===== config.mk =====
export PLATFORM = sky130hd
export DESIGN_NAME = ram_burst_port
export DESIGN_NICKNAME = d
export VERILOG_FILES = /design/src/rtl/ram_burst_port.sv
export SDC_FILE = /design/constraint.sdc
export NUM_CORES = 1
export LEC_CHECK = 0
export CAP_MARGIN = 0
export CORE_AREA = 2 2 185 187
export CTS_CLUSTER_DIAMETER = 50
export DETAILED_ROUTE_END_ITERATION = 12
export DIE_AREA = 0 0 187 189
export HOLD_SLACK_MARGIN = 0.02
export SLEW_MARGIN = 15
export SYNTH_ARGS = -nofsm -noshare
export SYNTH_HDL_FRONTEND = slang
export SYNTH_SLANG_ARGS = --single-unit

===== constraint.sdc =====
create_clock -name clk -period 3.41 [get_ports clk]
set_input_delay 0.5115 -clock clk [delete_from_list [all_inputs] [get_ports clk]]
set_output_delay 0.5115 -clock clk [all_outputs]
set_load 0.05 [all_outputs]

===== src/rtl/ram_burst_port.sv =====
// Burst initiator for one port of the shared RAM: turns a (base, len, direction) command
// into consecutive RAM accesses, streaming reads out through a 2-entry skid FIFO.
module ram_burst_port #(
  parameter int DATA_WIDTH    = 64,
  parameter int ADDRESS_WIDTH = 12,
  parameter int LEN_WIDTH     = 12
) (
  input  logic                     clk,
  input  logic                     rst,
  input  logic                     cmd_valid,
  output logic                     cmd_ready,
  input  logic                     cmd_write,
  input  logic [ADDRESS_WIDTH-1:0] cmd_base,
  input  logic [LEN_WIDTH-1:0]     cmd_len,
  output logic                     rd_valid,
  input  logic                     rd_ready,
  output logic [DATA_WIDTH-1:0]    rd_data,
  output logic                     rd_last,
  input  logic                     wr_valid,
  output logic                     wr_ready,
  input  logic [DATA_WIDTH-1:0]    wr_data,
  output logic                     done,
  output logic [ADDRESS_WIDTH-1:0] address,
  output logic [DATA_WIDTH-1:0]    data_write,
  output logic                     WR_signal,
  input  logic [DATA_WIDTH-1:0]    data_read
);

  typedef enum logic [1:0] {IDLE, RD, WR, DONE} state_t;
  state_t state_reg, state_next;

  logic [ADDRESS_WIDTH-1:0] base_reg;
  logic [LEN_WIDTH-1:0]     len_reg;
  logic [LEN_WIDTH-1:0]     issue_cnt_reg;
  logic [LEN_WIDTH-1:0]     out_cnt_reg;
  logic [LEN_WIDTH-1:0]     acc_cnt_reg;
  logic                     inflight_reg;
  logic [DATA_WIDTH-1:0]    fifo_mem [0:1];
  logic                     wptr_reg, rptr_reg;
  logic [1:0]               fifo_count_reg;
  logic [ADDRESS_WIDTH-1:0] address_reg;
  logic [DATA_WIDTH-1:0]    data_write_reg;
  logic                     wr_signal_reg;

  logic       cmd_fire, rd_fire, wr_fire, issue;
  logic [2:0] occupancy;

  assign cmd_fire   = cmd_valid && cmd_ready;
  assign rd_fire    = rd_valid && rd_ready;
  assign wr_fire    = wr_valid && wr_ready;
  assign rd_valid   = (fifo_count_reg != 2'd0);
  assign rd_data    = fifo_mem[rptr_reg];
  assign rd_last    = rd_valid && (out_cnt_reg == len_reg - LEN_WIDTH'(1));
  assign occupancy  = {1'b0, fifo_count_reg} + {2'b00, inflight_reg};
  assign address    = address_reg;
  assign data_write = data_write_reg;
  assign WR_signal  = wr_signal_reg;

  always_ff @(posedge clk) begin
    if (rst) state_reg <= IDLE;
    else     state_reg <= state_next;
  end

  always_comb begin
    state_next = state_reg;
    case (state_reg)
      IDLE:    if (cmd_fire) state_next = (cmd_len == '0) ? DONE : (cmd_write ? WR : RD);
      RD:      if (rd_fire && rd_last) state_next = DONE;
      WR:      if (acc_cnt_reg == len_reg) state_next = DONE;
      DONE:    state_next = IDLE;
      default: state_next = IDLE;
    endcase
  end

  // A pop this cycle frees a slot, so it counts as credit: that keeps full rate
  // while still guaranteeing every issued word has a FIFO slot when it lands.
  always_comb begin
    cmd_ready = 1'b0;
    wr_ready  = 1'b0;
    done      = 1'b0;
    issue     = 1'b0;
    case (state_reg)
      IDLE:    cmd_ready = 1'b1;
      RD:      issue = (issue_cnt_reg != len_reg) && (occupancy < 3'd2 + {2'b00, rd_fire});
      WR:      wr_ready = (acc_cnt_reg != len_reg);
      DONE:    done = 1'b1;
      default: ;
    endcase
  end

  always_ff @(posedge clk) begin
    if (rst) begin
      base_reg       <= '0;
      len_reg        <= '0;
      issue_cnt_reg  <= '0;
      out_cnt_reg    <= '0;
      acc_cnt_reg    <= '0;
      inflight_reg   <= 1'b0;
      wptr_reg       <= 1'b0;
      rptr_reg       <= 1'b0;
      fifo_count_reg <= 2'd0;
      address_reg    <= '0;
      data_write_reg <= '0;
      wr_signal_reg  <= 1'b0;
    end else begin
      inflight_reg  <= issue;
      wr_signal_reg <= wr_fire;
      if (cmd_fire) begin
        base_reg      <= cmd_base;
        len_reg       <= cmd_len;
        issue_cnt_reg <= '0;
        out_cnt_reg   <= '0;
        acc_cnt_reg   <= '0;
        if (!cmd_write) address_reg <= cmd_base;
      end
      // Read: address_reg always shows the next candidate; it advances once consumed.
      if (issue) begin
        address_reg   <= address_reg + ADDRESS_WIDTH'(1);
        issue_cnt_reg <= issue_cnt_reg + LEN_WIDTH'(1);
      end
      if (wr_fire) begin
        address_reg    <= base_reg + ADDRESS_WIDTH'(acc_cnt_reg);
        data_write_reg <= wr_data;
        acc_cnt_reg    <= acc_cnt_reg + LEN_WIDTH'(1);
      end
      if (inflight_reg) wptr_reg <= ~wptr_reg;
      if (rd_fire) begin
        rptr_reg    <= ~rptr_reg;
        out_cnt_reg <= out_cnt_reg + LEN_WIDTH'(1);
      end
      fifo_count_reg <= fifo_count_reg + {1'b0, inflight_reg} - {1'b0, rd_fire};
    end
  end

  // Data_read belongs to the access issued last cycle.
  always_ff @(posedge clk) begin
    if (inflight_reg) fifo_mem[wptr_reg] <= data_read;
  end

endmodule


* Yosys cells after proc, flatten, opt, wreduce, memory -nomap -nowiden
Memory sizes are Yosys's and may differ from the RTL's. A register that Yosys moved wholly into a read port is not among the register bits.
Cells that the tools add are included.
** Cells by class
- Reduce and logical (&&, ||, !) cells :: 15
- Add/subtract/negate cells :: 10
- Eq/ne operators :: 11
- Bitwise gates (word level) :: 2
- Multiplexer cells :: 22
- $lt $le $gt $ge :: 1
** Operator list (number)
- 12-bit two-way mux :: 8
- 12-bit by 1-bit adder with 12-bit output, second input constant :: 4
- 12-bit equality test :: 2
- 12-bit inequality test :: 2
- 12-bit adder :: 1
- 12-bit logical NOT :: 1
- 12-bit by 1-bit subtractor with 12-bit output, second input constant :: 1
- 2-bit two-way mux :: 5
- 1-bit two-way mux :: 8
- 2-bit case mux with 4 select lines :: 1
- 2-bit nonzero test :: 4
- 1-bit logical AND :: 6
- 2-bit inequality test, second input constant :: 3
- 2-bit equality test, second input constant :: 2
- 2-bit by 1-bit adder with 3-bit output :: 1
- 2-bit by 1-bit adder with 3-bit output, first input constant :: 1
- 3-bit less-than comparator :: 1
- 3-bit by 1-bit inequality test with 1-bit output, second input constant :: 1
- 3-bit AND reduction :: 1
- 3-bit nonzero test :: 1
- 2-bit by 1-bit adder with 2-bit output :: 1
- 2-bit by 1-bit equality test with 1-bit output, second input constant :: 1
- 2-bit logical NOT :: 1
- 1-bit inverter :: 2
- other kinds (2) :: 2
** Storage, ports and cells
- Input port bits :: 158
- Memories kept :: 1
- RAM bits :: 128
- Logic and storage cells :: 75
- Output and inout port bits :: 146
- Register bits :: 144
** Memories
- fifo_mem :: words 2, width 64, read ports 1, clocked after Yosys merged registers in 1, wr ports 1, RTL line 38 : logic [DATA_WIDTH-1:0] fifo_mem [0:1];

* Depth between registers and ports, before layout
- Word-level depth :: 8
- Gate-level depth with buffers :: 11
- Mapped depth without buffers :: 10

* Worst setup path before layout
Ideal clock, no wire load.
- Kind :: reg2out
- From :: register len_reg[1]
- To :: output rd_last
- Path slack :: -0.543 ns
- Stages on the path, launching flop included :: 10
- Path buffers :: 2
- Data required time :: 2.898 ns
- Arrival :: 3.442 ns
- Cells stage by stage :: dfxtp_1 > clkbuf_1 > inv_1 > ha_1 > buf_2 > or4b_4 > o41ai_2 > xor2_1 > a22oi_1 > nor4b_1
** Between the ends
- Word-level cells in the longest chain between the ends :: 3
** RTL lines
- start, declared :: RTL line 33 : logic [LEN_WIDTH-1:0] len_reg;
- start signal, assigned :: RTL line 110 : len_reg <= cmd_len;
- 12-bit by 1-bit subtractor with 12-bit output :: RTL line 53 : assign rd_last = rd_valid && (out_cnt_reg == len_reg - LEN_WIDTH'(1));
- 12-bit equality test :: RTL line 53
- 1-bit logical AND :: RTL line 53
- end, declared :: RTL line 18 : output logic rd_last,
Every way passes these cells.

* Final worst setup path
Ends and elaborated chain as after synthesis.

==> flow_summary.ini <==
[run_status]
run_status = complete, no violations

[grt]
grt_pass1_vias = 9203
antenna_violations_before_repair = 0
gr-usage-all-layers_pct = 18.1
grt_first_pass_wirelength_microns = 51000
grt_overflow_total = 0
grt_max_degree = 71

[route]
detailedRoute.firstPassIterationCount = 6
wl_on_met1_microns = 14800
detailroute.wirelength.met2_microns = 14800
drtIter0Drc = 462
vias_per_cell = 5.04
detail_route.drc_violations = 0
route.final.wire_length_microns = 33200
wl_per_cell_microns = 17.4
routed.top_layer = met4
via_count = 9599
post_route_ant_nets = 0
detailroute.wirelength.met3_microns = 2660

[finish]
layout-drive-gt1-share_pct = 12.7
postLayoutCoreUtil_pct = 50.2
multi_input_area_sq_mm = 0.00480
largest_register_ffs = 128
final.fill_count = 3034
syn2layout_area_growth_pct = 41.3
num-nets-final = 1608
register_area_sq_mm = 0.00675

[yosys]
synth-xor-area-share_pct = 3.63
synth_simple_gate_area_share_pct = 15.3
ys_top_cells_by_count = nand2_1, dfxtp_1, edfxtp_1, a21oi_1, mux2_2
synth-async-reset-ratio_pct = 0
synth.lib_cells_used.distinct = 64
postSynth.topFlopCell = dfxtp_1
synth.yosys.seq_area_share_pct = 57.0
postSynthCellCount = 1133
synth.most_common_cell = nand2_1
yosysWarnings = 0
synth_adder_area_share_pct = 2.71
avgSynthCellArea_sq_um = 10.4
number_of_synthesized_flops_with_an_enable_pin = 128
mappedNetlistNets = 1316
post_synth_mux_area_share_pct = 7.20
netlist_top_cells_area = edfxtp_1, dfxtp_1, mux2_2
synth-seq-cells = 273
synthesis.area_sq_mm = 0.0118
synth_top_family_by_area = simple AND/OR/NAND/NOR gates
synth-compound-area-share_pct = 11.1
synth.top_cell.area_share_pct = 32.5
synth_area_leader_cell = edfxtp_1

[place]
io_buffer_count = 303
globalplace.congestion = 0.862
detailedPlacementHpwl_microns = 23000

[critical_path]
path_cells = inv_2, ha_4, or4b_4, o41ai_4, xor2_1, a22oi_1, nor4b_2, bufbuf_16
worstPathArrival_ps = 2810
worst_ep_required_time_ps = 2900
crit_buf_inv = 2
timing_worst_setup_path_type = flop to primary output
cpPeakStageDelay_ps = 490
slowest_stage = or4b_4
cpLargestDelayFamily = simple AND/OR/NAND/NOR gates
critPathMaxFanout = 7
cp-start-kind = flop
setup.worst_path.end_class = primary output

[sta]
final_period_utilization_pct = 97.6
max-slew-margin-rel_pct = 40.9
period_needed_ps = 3330
final.setup.tns_ps = 0
finalSetupViolations = 0
worst_pin_slew_ps = 886
hold_violations = 0
rsz0062_at_grt = no
max_freq_ghz = 0.301
fin_skew_ps = 22.4
final_report_max_slew_violation_count = 0
fin_worst_hold_slack_ps = 450

[pwr]
power.leakage_nw = 5.89
pwr_density_cell_mw_per_mm2 = 732
vdd.ir_drop.worst_mv = 0.285

[clock_tree]
ctsRootBufferMaster = clkbuf_16
hold_buffers = 0
htree_levels = 2
insertion_delay_ps = 520
cts.reportedPaths.clkPinSlew_ps = 50
cts_made_buffers = 39
clock-sinks = 273
clk_path_buf_depth = 3
cts_tree = built

[min_path]
min-delay-path-class = flop to flop

[floorplanning]
die_y_microns = 189
number_of_top_level_design_ports = 304
row_count = 67
fp.dieArea_sq_mm = 0.0353
die_span_x_microns = 187
initial_utilization_pct = 35.6
coreArea_sq_mm = 0.0333

[run]
timing.max_cap.violations = 0
## repair_timing
item	in CTS	in global routing
buffers inserted	2	1
resized for setup	5	12
pin swaps	2	2
setup endpoints to repair	1	1
## through the flow
stage	std cells	power, mW	worst slack [ps]	instance area (sq um)
after CTS	1901	12.3	15.9	16700
after global placement	1829	8.20	395	15300
final	1903	12.2	83.5	16700
after floorplan	1133	6.83	142	11800
after detailed placement	1829	8.24	362	15300
after global routing	1902	12.8	9.84	16700
## final cells by class
type                    count  share of cell area (%)
well taps                 448                    3.35
inverters                  19                   0.427
clock buffers              46                    6.17
clock inverters            24                    1.64
diodes                      1                  0.0150
repair buffers            320                    19.3
multi-input cells         772                    28.7
flip-flops and latches    273                    40.4
## power by group
group	switching, mW	internal (mW)	total (mW)
registers	0.239	3.76	4.00
logic	2.66	1.56	4.21
clock network	1.52	2.50	4.02
total	4.41	7.81	12.2
## cell families (layout without fill, tap and decap cells)
kind of cell               Yosys count  in the layout
AOI/OAI and AO/OA                  219            219
xor gates and xnor gates            49             49
adders and majority gates           25             25
buffers and inverters               88            409
DFF                                273            273
muxes                               76             76
other                                0              1
and+or+nand+nor                    403            403
## layer usage
layer,vias up,GRT usage [%]
met1,4551,24.0
met2,373,28.7
met3,64,5.30
met4,0,5.62
met5,-,0
li1,4611,-
## worst paths after layout
path	start	end	slack [ps]	cells after the start
min	data_write[17]	data_write[17]	450	2
max	len_reg[1]	rd_last	80	8
min reg2reg	data_write[17]	data_write[17]	450	2
max reg2reg	len_reg[4]	address[6]	770	7
## layout by cell type, fill, tap and decap left out, drive strengths merged, types with 3 or more instances in the layout
cell type      netlist  final
nor4                11     11
inv                 19     27
or4                  3      3
xor2                21     21
a32o                 3      3
or3                  5      5
a21oi              127    127
clkbuf              54     46
o41ai                4      4
mux2                73     73
buf                 15     18
nand2b               4      4
a211oi               9      9
a211o                3      3
nand4               10     10
clkinv               0     10
o2bb2ai              4      4
dfxtp              145    145
nor2b                7      7
nand3               22     22
nand2              216    216
and2                 5      5
a311oi               6      6
xnor2               28     28
ha                  24     24
a31oi                3      3
nor3                10     10
nand3b              11     11
o21ai               34     34
o31ai                3      3
edfxtp             128    128
mux2i                3      3
and3                17     17
clkdlybuf4s50        0    301
nor2                70     70
bufinv               0      4
## worst register-to-register path: cells and delay by family (launching register included)
kind,cells,cell delay (ps)
and+or+nand+nor,3,750
buffers and inverters,1,650
DFF,1,590
AOI/OAI and AO/OA,2,450
xor gates and xnor gates,1,110
No activity file was read; power rests on OpenSTA's default activity.
